## config.mk

```make
export PLATFORM = sky130hd
export DESIGN_NAME = regfile_mp_sb_flat
export DESIGN_NICKNAME = d
export VERILOG_FILES = /design/src/rtl/regfile_mp_sb_if.sv /design/src/rtl/regfile_mp_sb.sv /design/src/flat_wrapper.sv
export SDC_FILE = /design/constraint.sdc
export NUM_CORES = 2
export LEC_CHECK = 0
export CAP_MARGIN = 30
export CORE_UTILIZATION = 45
export CTS_BUF_LIST = sky130_fd_sc_hd__clkbuf_4
export CTS_CLUSTER_DIAMETER = 60
export CTS_CLUSTER_SIZE = 8
export DETAILED_ROUTE_END_ITERATION = 16
export DONT_BUFFER_PORTS = 1
export PLACE_DENSITY_LB_ADDON = 0.15
export REMOVE_ABC_BUFFERS = 1
export SLEW_MARGIN = 20
export SYNTH_ARGS = -nofsm -noshare
export SYNTH_HDL_FRONTEND = slang
export SYNTH_SLANG_ARGS = --single-unit
```

## constraint.sdc

```tcl
create_clock -name clk -period 47.4 [get_ports clk]
set_input_delay 7.11 -clock clk [delete_from_list [all_inputs] [get_ports clk]]
set_output_delay 7.11 -clock clk [all_outputs]
set_load 0.01 [all_outputs]
```

## src/rtl/regfile_mp_sb_if.sv

```systemverilog
// Register-file bundle: the two read ports, the two write ports, the issue port
// and the scoreboard status, grouped for the ID stage.
interface regfile_mp_sb_if #(
    parameter int DATA_W = 32,
    parameter int ADDR_W = 5
);
    logic [ADDR_W-1:0] ra1;
    logic [ADDR_W-1:0] ra2;
    logic [DATA_W-1:0] rd1;
    logic [DATA_W-1:0] rd2;
    logic              pend1;
    logic              pend2;
    logic              we0;
    logic [ADDR_W-1:0] wa0;
    logic [DATA_W-1:0] wd0;
    logic              we1;
    logic [ADDR_W-1:0] wa1;
    logic [DATA_W-1:0] wd1;
    logic              iss_en;
    logic [ADDR_W-1:0] iss_addr;
    logic              busy_any;

    modport master (
        output ra1, ra2, we0, wa0, wd0, we1, wa1, wd1, iss_en, iss_addr,
        input  rd1, rd2, pend1, pend2, busy_any
    );

    modport slave (
        input  ra1, ra2, we0, wa0, wd0, we1, wa1, wd1, iss_en, iss_addr,
        output rd1, rd2, pend1, pend2, busy_any
    );
endinterface

```

## src/rtl/regfile_mp_sb.sv

```systemverilog
// Two-read / two-write register file with write-first bypass and a per-register
// pending scoreboard tracking outstanding long-latency (port 1) results.
module regfile_mp_sb #(
    parameter int                 DATA_W  = 32,
    parameter int                 ADDR_W  = 5,
    parameter int                 SP_IDX  = 29,
    parameter logic [DATA_W-1:0]  SP_INIT = 32'h200,
    parameter int                 BYPASS  = 1
) (
    input  logic                  clk,
    input  logic                  reset,
    regfile_mp_sb_if.slave        bus
);
    localparam int DEPTH = 2 ** ADDR_W;

    logic [DATA_W-1:0] regs [DEPTH];
    logic [DEPTH-1:0]  sb;

    assign regs[0] = '0;
    assign sb[0]   = 1'b0;

    genvar gi;
    generate
        for (gi = 1; gi < DEPTH; gi++) begin : g_reg
            localparam logic [ADDR_W-1:0] IDX = ADDR_W'(gi);
            localparam logic [DATA_W-1:0] RST_VAL = (gi == SP_IDX) ? SP_INIT : '0;

            logic [DATA_W-1:0] data_reg;
            logic              pend_reg;

            // Port 0 is tested first so it wins a same-address collision.
            always_ff @(posedge clk or posedge reset) begin
                if (reset) begin
                    data_reg <= RST_VAL;
                end else if (bus.we0 && bus.wa0 == IDX) begin
                    data_reg <= bus.wd0;
                end else if (bus.we1 && bus.wa1 == IDX) begin
                    data_reg <= bus.wd1;
                end
            end

            // A new issue outranks the completing write: it names a new producer.
            always_ff @(posedge clk or posedge reset) begin
                if (reset) begin
                    pend_reg <= 1'b0;
                end else if (bus.iss_en && bus.iss_addr == IDX) begin
                    pend_reg <= 1'b1;
                end else if (bus.we1 && bus.wa1 == IDX) begin
                    pend_reg <= 1'b0;
                end
            end

            assign regs[gi] = data_reg;
            assign sb[gi]   = pend_reg;
        end
    endgenerate

    logic [ADDR_W-1:0] ra   [2];
    logic [DATA_W-1:0] rd   [2];
    logic              pend [2];

    assign ra[0]     = bus.ra1;
    assign ra[1]     = bus.ra2;
    assign bus.rd1   = rd[0];
    assign bus.rd2   = rd[1];
    assign bus.pend1 = pend[0];
    assign bus.pend2 = pend[1];

    generate
        for (gi = 0; gi < 2; gi++) begin : g_rd
            if (BYPASS != 0) begin : g_byp
                always_comb begin
                    rd[gi] = regs[ra[gi]];
                    if (ra[gi] == '0) begin
                        rd[gi] = '0;
                    end else if (bus.we0 && bus.wa0 == ra[gi]) begin
                        rd[gi] = bus.wd0;
                    end else if (bus.we1 && bus.wa1 == ra[gi]) begin
                        rd[gi] = bus.wd1;
                    end
                end
                // The clearing write is forwarded, so it must not also stall.
                assign pend[gi] = sb[ra[gi]] && !(bus.we1 && bus.wa1 == ra[gi]);
            end else begin : g_nobyp
                assign rd[gi]   = regs[ra[gi]];
                assign pend[gi] = sb[ra[gi]];
            end
        end
    endgenerate

    assign bus.busy_any = |sb;
endmodule
```

## src/flat_wrapper.sv

```systemverilog
// flat-port wrapper written by rule: the top's interface ports become plain ports
module regfile_mp_sb_flat 
#(
    parameter int                 DATA_W  = 32,
    parameter int                 ADDR_W  = 5,
    parameter int                 SP_IDX  = 29,
    parameter logic [DATA_W-1:0]  SP_INIT = 32'h200,
    parameter int                 BYPASS  = 1
)
  (clk, reset, bus_ra1, bus_ra2, bus_we0, bus_wa0, bus_wd0, bus_we1, bus_wa1, bus_wd1, bus_iss_en, bus_iss_addr, bus_rd1, bus_rd2, bus_pend1, bus_pend2, bus_busy_any);
  regfile_mp_sb_if #(.DATA_W(DATA_W), .ADDR_W(ADDR_W)) bus_i ();
  input  logic clk;
  input  logic reset;
  input wire logic [$bits(bus_i.ra1)-1:0] bus_ra1;
  input wire logic [$bits(bus_i.ra2)-1:0] bus_ra2;
  input wire logic [$bits(bus_i.we0)-1:0] bus_we0;
  input wire logic [$bits(bus_i.wa0)-1:0] bus_wa0;
  input wire logic [$bits(bus_i.wd0)-1:0] bus_wd0;
  input wire logic [$bits(bus_i.we1)-1:0] bus_we1;
  input wire logic [$bits(bus_i.wa1)-1:0] bus_wa1;
  input wire logic [$bits(bus_i.wd1)-1:0] bus_wd1;
  input wire logic [$bits(bus_i.iss_en)-1:0] bus_iss_en;
  input wire logic [$bits(bus_i.iss_addr)-1:0] bus_iss_addr;
  output wire logic [$bits(bus_i.rd1)-1:0] bus_rd1;
  output wire logic [$bits(bus_i.rd2)-1:0] bus_rd2;
  output wire logic [$bits(bus_i.pend1)-1:0] bus_pend1;
  output wire logic [$bits(bus_i.pend2)-1:0] bus_pend2;
  output wire logic [$bits(bus_i.busy_any)-1:0] bus_busy_any;
  assign bus_i.ra1 = bus_ra1;
  assign bus_i.ra2 = bus_ra2;
  assign bus_i.we0 = bus_we0;
  assign bus_i.wa0 = bus_wa0;
  assign bus_i.wd0 = bus_wd0;
  assign bus_i.we1 = bus_we1;
  assign bus_i.wa1 = bus_wa1;
  assign bus_i.wd1 = bus_wd1;
  assign bus_i.iss_en = bus_iss_en;
  assign bus_i.iss_addr = bus_iss_addr;
  assign bus_rd1 = bus_i.rd1;
  assign bus_rd2 = bus_i.rd2;
  assign bus_pend1 = bus_i.pend1;
  assign bus_pend2 = bus_i.pend2;
  assign bus_busy_any = bus_i.busy_any;
  regfile_mp_sb #(.DATA_W(DATA_W), .ADDR_W(ADDR_W), .SP_IDX(SP_IDX), .SP_INIT(SP_INIT), .BYPASS(BYPASS)) u_core (.clk(clk), .reset(reset), .bus(bus_i));
endmodule
```

==> results_dict.tcl <==
set metrics [dict create \
    grt_max_degree 259 \
    rr_startpoint "u_core.g_reg[1].data_reg[7]$_DFFE_PP0P_" \
    fmax_ghz 0.05578 \
    outcome "finished clean" \
    dr.first_iter.drc_count 7358 \
    ioPinCount 161 \
    largest_reg_flops 992 \
    drive_above_1_share_pct 14.77 \
    cts_resized 0 \
    path_cells "inv_1 > nand2_1 > nor2_1 > a2111oi_1 > nor2_1 > o31ai_1 > buf_4" \
    hold_class "flop to flop" \
    clk_transition_reported_paths_ns 0.10 \
    crit_fanout 190 \
    detailedPlace.worstSlack_ns 29.80 \
    finalSetupViolations 0 \
    syn_avg_cell_area_um2 10.23 \
    timing.critical_path.buf_inv 2 \
    synth_top_area_share_pct 38.90 \
    cts_buffers 151 \
    hold_depth 2 \
    slowest_delay_ns 0.99 \
    min_period_ns 17.93 \
    grt_pass1_vias 50157 \
    worstReg2RegEnd "u_core.g_reg[1].data_reg[7]$_DFFE_PP0P_" \
    track_usage_pct 35.10 \
    postRouteAntennaNets 0 \
    required_ns 40.29 \
    yosysSeqAreaShare_pct 38.94 \
    fin_nets 6019 \
    synth_top_cell_by_area "dfrtp_1" \
    cts_htree_levels 4 \
    cp_slowest_cell "o31ai_1" \
    maxSlewViolCount 0 \
    die_height_um 384.2 \
    final_cell_area_um2 68160 \
    routed_wl_um 262100 \
    regToRegSetupSlack_ns 46.55 \
    core_um2 144400 \
    setup_tns_ns 0 \
    met1Wirelength_um 107700 \
    powerDensity_nw_per_um2 36.82 \
    end_kind "primary output" \
    arrival_ns 10.82 \
    ir_drop_mv 0.02290 \
    numPortBuffers 0 \
    crit_path_start "bus_ra2[2]" \
    wl_met3_um 27580 \
    ff2ff_path_depth 2 \
    ys_types 57 \
    skew_ns 0 \
    synthTopCellsByArea "dfrtp_1, mux2i_1, mux4_2, a21oi_1, nor2_1" \
    crit_path_frequent_cell "nor2_1" \
    synth_top_flop_cell "dfrtp_1" \
    hpwlAfterDp_um 144500 \
    clk_latency_ns 1.25 \
    clockBufferDepth 3 \
    hold_end "u_core.g_reg[17].pend_reg$_DFFE_PP0P_" \
    final_core_util_pct 47.22 \
    criticalPathCategory "primary input to primary output" \
    syn_inst 6426 \
    area_growth_pct 3.665 \
    num_vias 52883 \
    place_congestion 0.8391 \
    wl_met2_um 116400 \
    die-area_um2 147600 \
    wl_per_cell_um 33.30 \
    dpl_cell_area_um2 66360 \
    drt_first_pass_iters 8 \
    syn_area_um2 65750 \
    grt_antenna_before_repair 5 \
    cap_violations 0 \
    cts-root-buf "clkbuf_4" \
    cts_tree "built" \
    ys_warn_count 0 \
    cts_sinks 1023 \
    synth_edf_count 0 \
    row_count 139 \
    vias_per_cell 6.720 \
    grt_pass1_wl_um 374400 \
    worst_setup_path_start_kind "primary input" \
    min-delay-start "u_core.g_reg[17].pend_reg$_DFFE_PP0P_" \
    finalCritPeriodShare_pct 37.82 \
    crit_family "compound AO/OA/AOI/OAI gates" \
    drc 0 \
    synth_seq_cells 1023 \
    cts_setup_buffers 0 \
    leakagePower_nw 29.84 \
    rsz0062_at_grt "false" \
    tightest_slew_ns 1.167 \
    slew_headroom_pct 21.50 \
    timing.hold.ws_ns 0.5304 \
    topRoutingLayerUsed "met5" \
    fin_ws_ns 29.47 \
    overflow 0 \
    die_width_um 384.2 \
    hold_viol 0 \
    ctsHoldBuffers 0 \
    initial_core_util_pct 45.55 \
    synthArstFlopShare_pct 100.0 \
]
[through the flow]
step                      cells  power (mW)
after global placement     7626       1.958
after global routing       7865       2.635
after floorplan            5635       1.796
final                      7870       2.509
after CTS                  7847       2.500
after detailed placement   7659       1.987
[layout by cell type (no fill, tap or decap), types with 87 or more instances in the layout]
master / n
clkbuf_4: 173
buf_4: 87
nand2_1: 383
mux4_2: 390
nor2_1: 790
mux2i_1: 1227
a22oi_1: 106
o21ai_0: 389
dfrtp_1: 1022
a21oi_1: 736
[area by class of cell]
cell class,count,area [um2]
multi-input cells,4594,37010
flip-flops and latches,1023,25600
inverters,18,75.07
repair buffers,137,1663
diodes,7,17.52
clock inverters,16,122.6
clock buffers,172,1291
well taps,1903,2381
fillers,13300,76190
[worst min-delay path, delay by kind of cell (launching register included)]
family           cells  cell delay [ns]
AND/OR/NAND/NOR      1             0.06
AO/OA/AOI/OAI        1             0.05
flip-flops           1             0.39
[power breakdown]
part	switching, mW	total (mW)	leakage, nW	internal (mW)
Clock	0.345	0.523	0.854	0.178
Sequential	0.189	1.30	12.3	1.11
Combinational	0.297	0.690	16.7	0.394
Total	0.830	2.51	29.8	1.68
[synthesized netlist by cell type (5+ instances only)]
cell and n:
nor2_1 807, o22ai_1 21, a2111oi_0 44, a32oi_1 9, nor3_1 16, nor4_1 18, o2bb2ai_1 9, nand4b_1 6
a311oi_1 18, mux2i_1 1227, xnor2_1 12, xor2_1 8, and2_1 7, o31ai_1 25, a22oi_1 106, o221ai_1 14
o21ai_1 9, a22o_1 22, a211oi_1 14, buf_4 58, o21bai_1 10, o21ai_0 389, a31oi_1 8, nand4_1 5
mux4_2 390, nand3_1 30, clkbuf_2 28, nor2b_1 35, inv_1 18, buf_2 182, a21oi_1 736, nand2b_1 15
nand2_1 409, clkbuf_1 413, dfrtp_1 1022, buf_1 86, a221oi_1 53, buf_6 23, mux2_2 85
[worst max-delay path by stage]
stage | endpoint | slack [ns] | depth (start not counted)
2_1_floorplan | u_core.g_reg[10].data_reg[0]$_DFFE_PP0P_ | 11.50 | 1
3_3_place_gp | bus_rd2[6] | 29.72 | 7
3_5_place_dp | bus_rd2[6] | 29.80 | 7
4_1_cts | bus_rd2[6] | 29.81 | 7
5_1_grt | bus_rd2[6] | 29.83 | 7
6_report | bus_rd2[6] | 29.47 | 7
[layer usage]
metal | vias up | track usage (%)
met1 | 26732 | 49.00
met2 | 3193 | 52.70
met5 | - | 0
met3 | 555 | 8.356
li1 | 22401 | -
met4 | 2 | 13.38
[kinds of logic (layout without fill, tap and decap cells)]
group,Yosys count,count (layout),synth area share (%)
multiplexers,1706,1706,33.65
AO/OA/AOI/OAI,1493,1493,13.01
AND/OR/NAND/NOR,1375,1375,8.489
flip-flops,1023,1023,38.94
buffers and inverters,809,343,5.637
XOR/XNOR,20,20,0.2664
other,0,7,0
No activity file was read; power rests on OpenSTA's default activity.
